**config.mk**
```make
export PLATFORM = sky130hd
export DESIGN_NAME = window_scan_counter
export DESIGN_NICKNAME = d
export VERILOG_FILES = /design/src/rtl/window_scan_counter_pkg.sv /design/src/rtl/window_scan_counter_wrap_counter.sv /design/src/rtl/window_scan_counter.sv
export SDC_FILE = /design/constraint.sdc
export NUM_CORES = 1
export LEC_CHECK = 0
export ABC_AREA = 1
export ABC_CLOCK_PERIOD_IN_PS = 3900
export CORE_ASPECT_RATIO = 0.6
export CORE_UTILIZATION = 30
export DETAILED_ROUTE_END_ITERATION = 8
export GPL_ROUTABILITY_DRIVEN = 0
export PLACE_DENSITY_LB_ADDON = 0.08
export SKIP_LAST_GASP = 1
export SLEW_MARGIN = 5
export SYNTH_ARGS = -nofsm -noshare
export SYNTH_HDL_FRONTEND = slang
export SYNTH_SLANG_ARGS = --single-unit
```
**constraint.sdc**
```tcl
create_clock -name clk_i -period 3.9 [get_ports clk_i]
set_input_delay 0.975 -clock clk_i [delete_from_list [all_inputs] [get_ports clk_i]]
set_output_delay 0.975 -clock clk_i [all_outputs]
set_load 0.05 [all_outputs]
```
**src/rtl/window_scan_counter_pkg.sv**
```systemverilog
// Shared definitions for the window scan address generator: FSM states and
// the parameter-derived widths used by the top and the bench.
package window_scan_counter_pkg;

    typedef enum logic [1:0] {
        ST_IDLE = 2'd0,
        ST_RUN  = 2'd1,
        ST_DONE = 2'd2
    } state_t;

    // Width of a kernel tap index: max(1, clog2(k)).
    function automatic int calc_kw(input int k);
        return ($clog2(k) < 1) ? 1 : $clog2(k);
    endfunction

    // Border that the window centre keeps from each frame edge.
    function automatic int calc_margin(input int k);
        return (k - 1) / 2;
    endfunction

endpackage

```
**src/rtl/window_scan_counter_wrap_counter.sv**
```systemverilog
// Loadable up-counter that returns to its start value after reaching a runtime
// end value; wrap_o is the carry into the next counter of the chain.
module wrap_counter #(
    parameter int W         = 8,
    parameter int START_VAL = 0
) (
    input  logic         clk_i,
    input  logic         rst_i,
    input  logic         inc_i,
    input  logic         clear_i,
    input  logic         load_i,
    input  logic [W-1:0] end_i,
    output logic [W-1:0] count_o,
    output logic         wrap_o
);

    localparam logic [W-1:0] START_V = W'(START_VAL);

    logic [W-1:0] r_count;

    assign wrap_o  = inc_i && (r_count == end_i);
    assign count_o = r_count;

    // NOTE: clocked state uses non-blocking assignments so every register in
    // the chain samples pre-edge values, independent of block ordering.
    always_ff @(posedge clk_i or posedge rst_i) begin
        if (rst_i) begin
            r_count <= '0;
        end else if (clear_i) begin
            r_count <= '0;
        end else if (load_i) begin
            r_count <= START_V;
        end else if (inc_i) begin
            r_count <= wrap_o ? START_V : r_count + W'(1);
        end
    end

endmodule

```
**src/rtl/window_scan_counter.sv**
```systemverilog
// Raster/window address generator: walks every interior pixel of a runtime
// sized frame and emits its KxK kernel taps, one per accepted handshake.
module window_scan_counter
    import window_scan_counter_pkg::*;
#(
    parameter  int X_W    = 10,
    parameter  int Y_W    = 10,
    parameter  int K      = 3,
    parameter  int ADDR_W = 20,
    localparam int KW     = calc_kw(K)
) (
    input  logic              clk_i,
    input  logic              rst_i,
    input  logic              start_i,
    input  logic              clear_i,
    input  logic [X_W-1:0]    width_i,
    input  logic [Y_W-1:0]    height_i,
    input  logic [ADDR_W-1:0] base_i,
    input  logic              ready_i,
    output logic              valid_o,
    output logic [X_W-1:0]    X_o,
    output logic [Y_W-1:0]    Y_o,
    output logic [KW-1:0]     KX_o,
    output logic [KW-1:0]     KY_o,
    output logic [ADDR_W-1:0] addr_o,
    output logic              last_tap_o,
    output logic              busy_o,
    output logic              finished_o
);

    localparam int                M          = calc_margin(K);
    localparam logic [KW-1:0]     TAP_END    = KW'(K - 1);
    localparam logic [ADDR_W-1:0] ROW_REWIND = ADDR_W'(K - 1);

    state_t r_state;
    state_t w_next_state;

    logic [X_W-1:0]    r_width;
    logic [Y_W-1:0]    r_height;
    logic [ADDR_W-1:0] r_addr;
    logic [ADDR_W-1:0] r_row_base;
    logic [ADDR_W-1:0] r_pix_base;

    logic              w_dims_ok;
    logic              w_hs;
    logic              w_load;
    logic              w_clr;
    logic              w_kx_wrap;
    logic              w_ky_wrap;
    logic              w_x_wrap;
    logic              w_y_wrap;
    logic [X_W-1:0]    w_x_end;
    logic [Y_W-1:0]    w_y_end;
    logic [ADDR_W-1:0] w_width_a;
    logic [KW-1:0]     w_kx;
    logic [KW-1:0]     w_ky;
    logic [X_W-1:0]    w_x;
    logic [Y_W-1:0]    w_y;

    assign w_dims_ok = (width_i >= X_W'(K)) && (height_i >= Y_W'(K));
    assign w_x_end   = r_width - X_W'(M + 1);
    assign w_y_end   = r_height - Y_W'(M + 1);
    assign w_width_a = ADDR_W'(r_width);

    always_ff @(posedge clk_i or posedge rst_i) begin
        if (rst_i) begin
            r_state <= ST_IDLE;
        end else begin
            r_state <= w_next_state;
        end
    end

    // NOTE: every signal driven here gets a default first, so no path through
    // the case statement can leave one unassigned and infer a latch.
    always_comb begin
        w_next_state = r_state;
        w_load       = 1'b0;
        w_clr        = 1'b0;
        w_hs         = (r_state == ST_RUN) && ready_i;
        case (r_state)
            ST_IDLE: begin
                if (start_i) begin
                    if (w_dims_ok) begin
                        w_next_state = ST_RUN;
                        w_load       = 1'b1;
                    end else begin
                        w_next_state = ST_DONE;
                    end
                end
            end
            ST_RUN: begin
                if (w_y_wrap) begin
                    w_next_state = ST_DONE;
                    w_clr        = 1'b1;
                end
            end
            ST_DONE: w_next_state = ST_IDLE;
            default: w_next_state = ST_IDLE;
        endcase
        // Abort overrides a simultaneous start or final handshake.
        if (clear_i) begin
            w_next_state = ST_IDLE;
            w_load       = 1'b0;
            w_clr        = 1'b1;
        end
    end

    always_ff @(posedge clk_i or posedge rst_i) begin
        if (rst_i) begin
            r_width  <= '0;
            r_height <= '0;
        end else if (r_state == ST_IDLE && start_i && !clear_i) begin
            r_width  <= width_i;
            r_height <= height_i;
        end
    end

    // Tap address tracked incrementally: r_row_base is the top-left tap of the
    // first window in the current row, r_pix_base that of the current window.
    always_ff @(posedge clk_i or posedge rst_i) begin
        if (rst_i) begin
            r_addr     <= '0;
            r_row_base <= '0;
            r_pix_base <= '0;
        end else if (w_clr) begin
            r_addr     <= '0;
            r_row_base <= '0;
            r_pix_base <= '0;
        end else if (w_load) begin
            r_addr     <= base_i;
            r_row_base <= base_i;
            r_pix_base <= base_i;
        end else if (w_hs) begin
            if (!w_kx_wrap) begin
                r_addr <= r_addr + ADDR_W'(1);
            end else if (!w_ky_wrap) begin
                r_addr <= r_addr + w_width_a - ROW_REWIND;
            end else if (!w_x_wrap) begin
                r_pix_base <= r_pix_base + ADDR_W'(1);
                r_addr     <= r_pix_base + ADDR_W'(1);
            end else begin
                r_row_base <= r_row_base + w_width_a;
                r_pix_base <= r_row_base + w_width_a;
                r_addr     <= r_row_base + w_width_a;
            end
        end
    end

    wrap_counter #(.W(KW), .START_VAL(0)) u_kx (
        .clk_i   (clk_i),
        .rst_i   (rst_i),
        .inc_i   (w_hs),
        .clear_i (w_clr),
        .load_i  (w_load),
        .end_i   (TAP_END),
        .count_o (w_kx),
        .wrap_o  (w_kx_wrap)
    );

    wrap_counter #(.W(KW), .START_VAL(0)) u_ky (
        .clk_i   (clk_i),
        .rst_i   (rst_i),
        .inc_i   (w_kx_wrap),
        .clear_i (w_clr),
        .load_i  (w_load),
        .end_i   (TAP_END),
        .count_o (w_ky),
        .wrap_o  (w_ky_wrap)
    );

    wrap_counter #(.W(X_W), .START_VAL(M)) u_x (
        .clk_i   (clk_i),
        .rst_i   (rst_i),
        .inc_i   (w_ky_wrap),
        .clear_i (w_clr),
        .load_i  (w_load),
        .end_i   (w_x_end),
        .count_o (w_x),
        .wrap_o  (w_x_wrap)
    );

    wrap_counter #(.W(Y_W), .START_VAL(M)) u_y (
        .clk_i   (clk_i),
        .rst_i   (rst_i),
        .inc_i   (w_x_wrap),
        .clear_i (w_clr),
        .load_i  (w_load),
        .end_i   (w_y_end),
        .count_o (w_y),
        .wrap_o  (w_y_wrap)
    );

    assign valid_o    = (r_state == ST_RUN);
    assign busy_o     = (r_state != ST_IDLE);
    assign finished_o = (r_state == ST_DONE);
    assign X_o        = w_x;
    assign Y_o        = w_y;
    assign KX_o       = w_kx;
    assign KY_o       = w_ky;
    assign addr_o     = r_addr;
    assign last_tap_o = valid_o && (w_kx == TAP_END) && (w_ky == TAP_END);

endmodule

```
**Word-level counts from Yosys, hierarchy flattened**

Index checks and enable logic that the tools add are counted.

- Word-level logic and storage cells: 96
- Flip-flop bits (word level): 106

- Multiplexer cells: 45
- Equality and inequality tests: 8
- Reduce and logical (&&, ||, !) cells: 20
- $lt $le $gt $ge: 2
- Add/subtract/negate cells: 11

Operators with widths:

| cell | number |
|---|---|
| 20-bit 2-to-1 mux | 17 |
| 10-bit 2-to-1 mux | 8 |
| 20-bit by 1-bit adder with 20-bit output, second input constant | 2 |
| 20-bit by 10-bit adder with 20-bit output | 2 |
| 2-bit 2-to-1 mux | 12 |
| 10-bit by 1-bit adder with 10-bit output, second input constant | 2 |
| 10-bit == test | 2 |
| 10-bit by 2-bit >= comparator with 1-bit output, second input constant | 2 |
| 10-bit by 2-bit subtractor with 10-bit output, second input constant | 2 |
| 20-bit by 2-bit subtractor with 20-bit output, second input constant | 1 |
| 3-bit nonzero test | 4 |
| 1-bit logical AND | 10 |
| 1-bit 2-to-1 mux | 7 |
| 2-bit == test, second input constant | 3 |
| 2-bit by 1-bit adder with 2-bit output, second input constant | 2 |
| 2-bit case mux with 2 select lines | 1 |
| 4-bit AND reduction | 1 |
| 3-bit by 2-bit != test with 1-bit output, second input constant | 1 |
| 3-bit != test, second input constant | 1 |
| 3-bit AND reduction | 1 |
| 2-bit by 1-bit == test with 1-bit output, second input constant | 1 |
| 2-bit zero test | 1 |
| 2-bit AND reduction | 1 |
| 2-bit nonzero test | 1 |
| 1-bit zero test | 1 |

**Logic depth before layout (Yosys ltp)**

- Word-level depth: 11
- Mapped depth: 20
- Depth with buffers taken out: 20

**By module**

Synthesis repeated with hierarchy kept, for this count alone.

- Cell total of the unflattened synthesis: 1477
- Area total of the unflattened synthesis: 9517.9 µm²

By module, submodules not included:

| module | instances | sequential area each (µm²) | area each (µm²) | cells an instance |
|---|---|---|---|---|
| window_scan_counter | 1 | 2052.0 | 7518.5 | 1147 |
| wrap_counter (u_x ...) | 2 | 250.2 | 833.3 | 139 |
| wrap_counter (u_kx) | 1 | 50.0 | 172.7 | 26 |
| wrap_counter (u_ky) | 1 | 50.0 | 160.2 | 26 |

**Worst setup path after synthesis**

OpenSTA, ideal clock, no wires.

- Path kind: register to output
- Start point: register u_ky.r_count[1], in the netlist u_ky.count_o[1]
- End point: output last_tap_o
- Buffers on the path: 0
- Slack: 494 ps
- Stages on the path, launching flop included: 3
- Arrival: 2431 ps
- Path through: dfrtp_1 -> nand2_2 -> nor4_1

- Word-level cells in the longest chain between the ends: 2

RTL lines:

| item | line | RTL |
|---|---|---|
| start, declared | window_scan_counter_wrap_counter.sv:19 | `logic [W-1:0] r_count;` |
| start signal, assigned | window_scan_counter_wrap_counter.sv:34 | `r_count <= wrap_o ? START_V : r_count + W'(1);` |
| 2-bit == test | window_scan_counter.sv:201 | `assign last_tap_o = valid_o && (w_kx == TAP_END) && (w_ky == TAP_END);` |
| 1-bit logical AND | window_scan_counter.sv:201 |  |
| end, declared | window_scan_counter.sv:26 | `output logic last_tap_o,` |

Every way passes these cells.

**Worst setup path after layout**

- Start point: register r_width[2]
- End point: register r_row_base[3]

- Word-level cells in the longest chain between the ends: 9
- Elaborated cells on any way between the ends: 19

RTL lines:

| item | line | RTL |
|---|---|---|
| start, declared | window_scan_counter.sv:38 | `logic [X_W-1:0] r_width;` |
| start signal, assigned | window_scan_counter.sv:113 | `r_width <= width_i;` |
| 10-bit by 2-bit subtractor with 10-bit output | window_scan_counter.sv:61 | `assign w_x_end = r_width - X_W'(M + 1);` |
| 10-bit == test | window_scan_counter_wrap_counter.sv:21 | `assign wrap_o = inc_i && (r_count == end_i);` |
| 1-bit logical AND (2 in a row) | window_scan_counter_wrap_counter.sv:21 |  |
| 1-bit 2-to-1 mux | window_scan_counter.sv:92 | `if (w_y_wrap) begin` |
| 1-bit 2-to-1 mux | window_scan_counter.sv:80 | `case (r_state)` |
| 1-bit 2-to-1 mux | window_scan_counter.sv:101 | `if (clear_i) begin` |
| 3-bit nonzero test (no source line) | n/a |  |
| 4-bit AND reduction (no source line) | n/a |  |
| end signal, assigned | window_scan_counter.sv:131 | `r_row_base <= base_i;` |
| end signal, assigned | window_scan_counter.sv:142 | `r_row_base <= r_row_base + w_width_a;` |
| end, declared | window_scan_counter.sv:41 | `logic [ADDR_W-1:0] r_row_base;` |

Parallel ways exist; a longest one is shown, timed or not. The select of a mux whose other input is x is not followed.
A chain may end at the register's enable or synchronous reset.

==> summary.md <==
| Metric | Value |
|---|---|
| Commonest non-fill, non-tap cell in the layout | nand2_1 |
| RSZ-0062 raised after global routing | no |
| Seq/Total Area, Yosys | 27.91% |
| Die X-Extent | 231.8 microns |
| FMAX | 289.8 MHz |
| Mux share of post-synthesis cell area | 0.5925% |
| Via count | 9833 |
| Buf/Inv on CP | 5 |
| Hold Buf Count CTS | 0 |
| Endpoints failing setup | 0 |
| Post-synth EDFFs | 0 |
| Busiest grt layer | met1 |
| Setup repair bufs after CTS | 0 |
| Clk root buf | clkbuf_16 |
| Detail Placement HPWL | 29330 microns |
| Number of top-level pins | 93 |
| Tot Pwr | 5.351 mW |
| First-pass GRT wire length | 55540 microns |
| Critical path peak fanout | 32 |
| Most used cell, CP | nand2_1 |
| Post-synthesis cell type count | 52 |
| Post-synth ARST share | 100.0% |
| XOR/XNOR Fraction of Synth Area | 5.978% |
| Max VDD drop | 0.2057 mV |
| Row count | 50 |
| Antenna Cells | 0 |
| R2R depth | 18 |
| WL/cell | 18.13 microns |
| Status | complete, no violations |
| Clock Latency Late Sink | 0.39 ns |
| CTS tree | done |
| Slew Viols, Final | 0 |
| CTS buffer count | 9 |
| DRT antenna net count | 0 |
| Largest net degree at the start of global routing | 54 |
| Clock H-tree levels | 3 |
| Synthesized instance count | 1486 |
| Clock Sinks | 106 |
| Simple-Gate Fraction of Synth Area | 36.63% |
| Pwr dens | 475.4 nW/um^2 |
| Tmin final | 3.451 ns |
| Yosys warns | 0 |
| Drt total wl | 36250 microns |
| Die height | 139.9 microns |
| CP startpoint kind | flip-flop |
| Setup CP Type | flip-flop to flip-flop |
| DRC | 0 |
| Period utilization | 88.49% |
| Drt first pass iters | 5 |
| Min-Delay Path Class | flip-flop to flip-flop |
| Port buffer count | 92 |
| Resize count post-CTS | 0 |
| Share of cells above drive strength 1 | 4.798% |
| Critical path capture point type | flip-flop |
| Core footprint | 31150 sq um |
| Met3 Usage GRT | 6.885% |
| Tot GR Track Use | 22.80% |
| Vias/cell | 4.917 |
| Post-Synthesis Cell Area | 9503 sq um |
| Syn_nets | 1585 |
| Stages on worst setup path | 18 |
| Vias in the first global route | 8841 |
| Commonest non-fill, non-tap cells in the layout | nand2_1, inv_1, nor2_1 |
| Initial antenna violation count | 1 |
| Met1 Use GR | 37.92% |
| Starting DRC count in detailed routing | 972 |
| CP max stage cell | dfrtp_1 |
| Worst-Margin Slew | 0.9033 ns |
| Combinational family with the most area after synthesis | simple AND/OR/NAND/NOR gates |
| Synth Area in Adders | 7.268% |
| WP data arrival | 3.76 ns |
| Hold Path Stages | 2 |
| Clk_skew | 0.01442 ns |
| Synth Area in Compound Gates | 11.47% |
| Clock slew at the register clock pins of the worst setup and hold paths | 0.08 ns |
| Cell family with most CP delay | simple AND/OR/NAND/NOR gates |
| CP Data Required Time | 4.21 ns |
| Critical path cell sequence | inv_1 -> ha_1 -> inv_1 -> nand2_1 -> nand2_1 -> nand2_1 -> nor2_1 -> nand3_1 -> nor2_1 -> inv_1 -> nor2_4 -> nand2_4 -> nand2_4 -> inv_2 -> nand2_4 -> buf_4 -> o211ai_1 -> nand2_1 |
| Area growth, synth to finish | 18.45% |
| Maxcap violations | 0 |
| Clk buf depth | 2 |
| Synth Register Bits | 106 |
| Final hold viol count | 0 |
| Lkg Pwr | 5.603 nW |
| Syn_area_per_cell | 6.395 sq um |
| Initial Utilization | 30.50% |
| Final nets | 1679 |
| Slew HR | 39.31% |
| Met2 Use GR | 27.93% |
| Die ar. | 32420 sq um |
| Setup TNS | 0 ns |
| Total gr overflow | 0 |
| Worst path max stage delay | 0.56 ns |
| Predominant post-synthesis flop cell | dfrtp_1 |
## area by class of cell
| cell class | instances | area [sq um] |
|---|---|---|
| tap | 416 | 520.5 |
| multi-input combinational | 1136 | 5886 |
| clock inverter | 6 | 43.79 |
| fill | 3431 | 19900 |
| sequential | 106 | 2653 |
| inverter | 209 | 787.0 |
| timing repair buffer | 118 | 1141 |
| clock buffer | 9 | 225.2 |
## worst register-to-register path, cell delays in order (launching register included)
cell	delay, ns
dfrtp_1	0.56
inv_1	0.18
ha_1	0.36
inv_1	0.07
nand2_1	0.04
nand2_1	0.06
nand2_1	0.05
nor2_1	0.21
nand3_1	0.11
nor2_1	0.27
inv_1	0.13
nor2_4	0.18
nand2_4	0.13
nand2_4	0.23
inv_2	0.09
nand2_4	0.06
buf_4	0.37
o211ai_1	0.19
nand2_1	0.10
## power breakdown
part           internal (mW)  leakage (nW)  total [mW]  switching (mW)
clock network          0.434         0.125       0.930           0.497
logic                  0.985          4.08        2.85            1.87
registers               1.28          1.40        1.57           0.291
total                   2.69          5.60        5.35            2.66
## Yosys cell counts, types with 2 or more instances
cell | number | area (sq um)
nor3_1 | 20 | 100.1
inv_1 | 198 | 743.2
and2_1 | 4 | 25.02
nand4_1 | 32 | 200.2
nor4_1 | 6 | 37.54
xnor2_1 | 9 | 78.83
nand2_2 | 2 | 12.51
clkbuf_1 | 18 | 67.56
a21o_1 | 2 | 15.01
nand3_1 | 122 | 610.6
inv_2 | 10 | 37.54
o21ai_1 | 10 | 50.05
o21bai_1 | 7 | 52.55
o21a_1 | 2 | 15.01
nor2_1 | 149 | 559.3
o21ai_0 | 87 | 435.4
nand2_1 | 458 | 1719
nor2_4 | 2 | 22.52
a21oi_1 | 56 | 280.3
o211ai_1 | 21 | 157.7
fa_1 | 2 | 40.04
buf_4 | 4 | 30.03
nand3b_1 | 4 | 30.03
a31oi_1 | 2 | 12.51
a21boi_0 | 2 | 15.01
ha_1 | 52 | 650.6
dfrtp_1 | 106 | 2653
buf_2 | 9 | 45.04
buf_6 | 3 | 33.78
or2_2 | 5 | 31.28
mux2_2 | 5 | 56.30
o31ai_1 | 2 | 15.01
xor2_1 | 54 | 473.0
nand2_4 | 3 | 33.78
## registers in the layout, indices dropped and copies added, names as in the netlist
name          flops
u_x.count_o      10
r_height         10
u_y.count_o      10
u_ky.count_o      2
u_kx.count_o      2
r_width          10
r_row_base       20
r_state           2
r_pix_base       20
addr_o           20
## path summary, 6_finish.rpt
| kind | startpoint | end | slack [ns] |
|---|---|---|---|
| worst min register to register | r_row_base[2] | r_row_base[2] | 0.49 |
| min in group asynchronous | rst_i | r_height[5] | 1.00 |
| max in group asynchronous | rst_i | r_row_base[8] | 2.22 |
| worst max register to register | r_width[2] | r_row_base[3] | 0.45 |
| worst min-delay path | r_row_base[2] | r_row_base[2] | 0.49 |
| worst max-delay path | r_width[2] | r_row_base[3] | 0.45 |
## stage by stage
| stage | hold slack, ns | utilization [%] | instances | instance area [sq um] | setup slack (ns) |
|---|---|---|---|---|---|
| floorplan | 0.4530 | - | 1486 | 9503 | 0.1361 |
| global placement | 0.4691 | 35.27 | 1985 | 10990 | 0.4983 |
| detailed placement | 0.4725 | 35.27 | 1985 | 10990 | 0.4400 |
| CTS | 0.4921 | 36.13 | 2000 | 11260 | 0.5644 |
| global route | 0.5065 | 36.13 | 2000 | 11260 | 0.3215 |
| finish | 0.4885 | 36.13 | 2000 | 11260 | 0.4488 |
## routing by layer
metal	part of all wire (%)	routed length (microns)	up-vias
li1	-	-	4974
met1	54	19720	4541
met2	36	13160	302
met3	8.8	3193	14
met4	0.47	172	2
met5	0.030	11	-
## cell families (layout without fill, tap and decap cells)
kind of cell               count (synthesis)  count (layout)
AOI/OAI and AO/OA                        196             196
muxes                                      5               5
buffers and inverters                    244             342
DFF                                      106             106
and+or+nand+nor                          817             817
adders and majority gates                 54              54
xor gates and xnor gates                  64              64
Power figures use the tool's default switching activity.
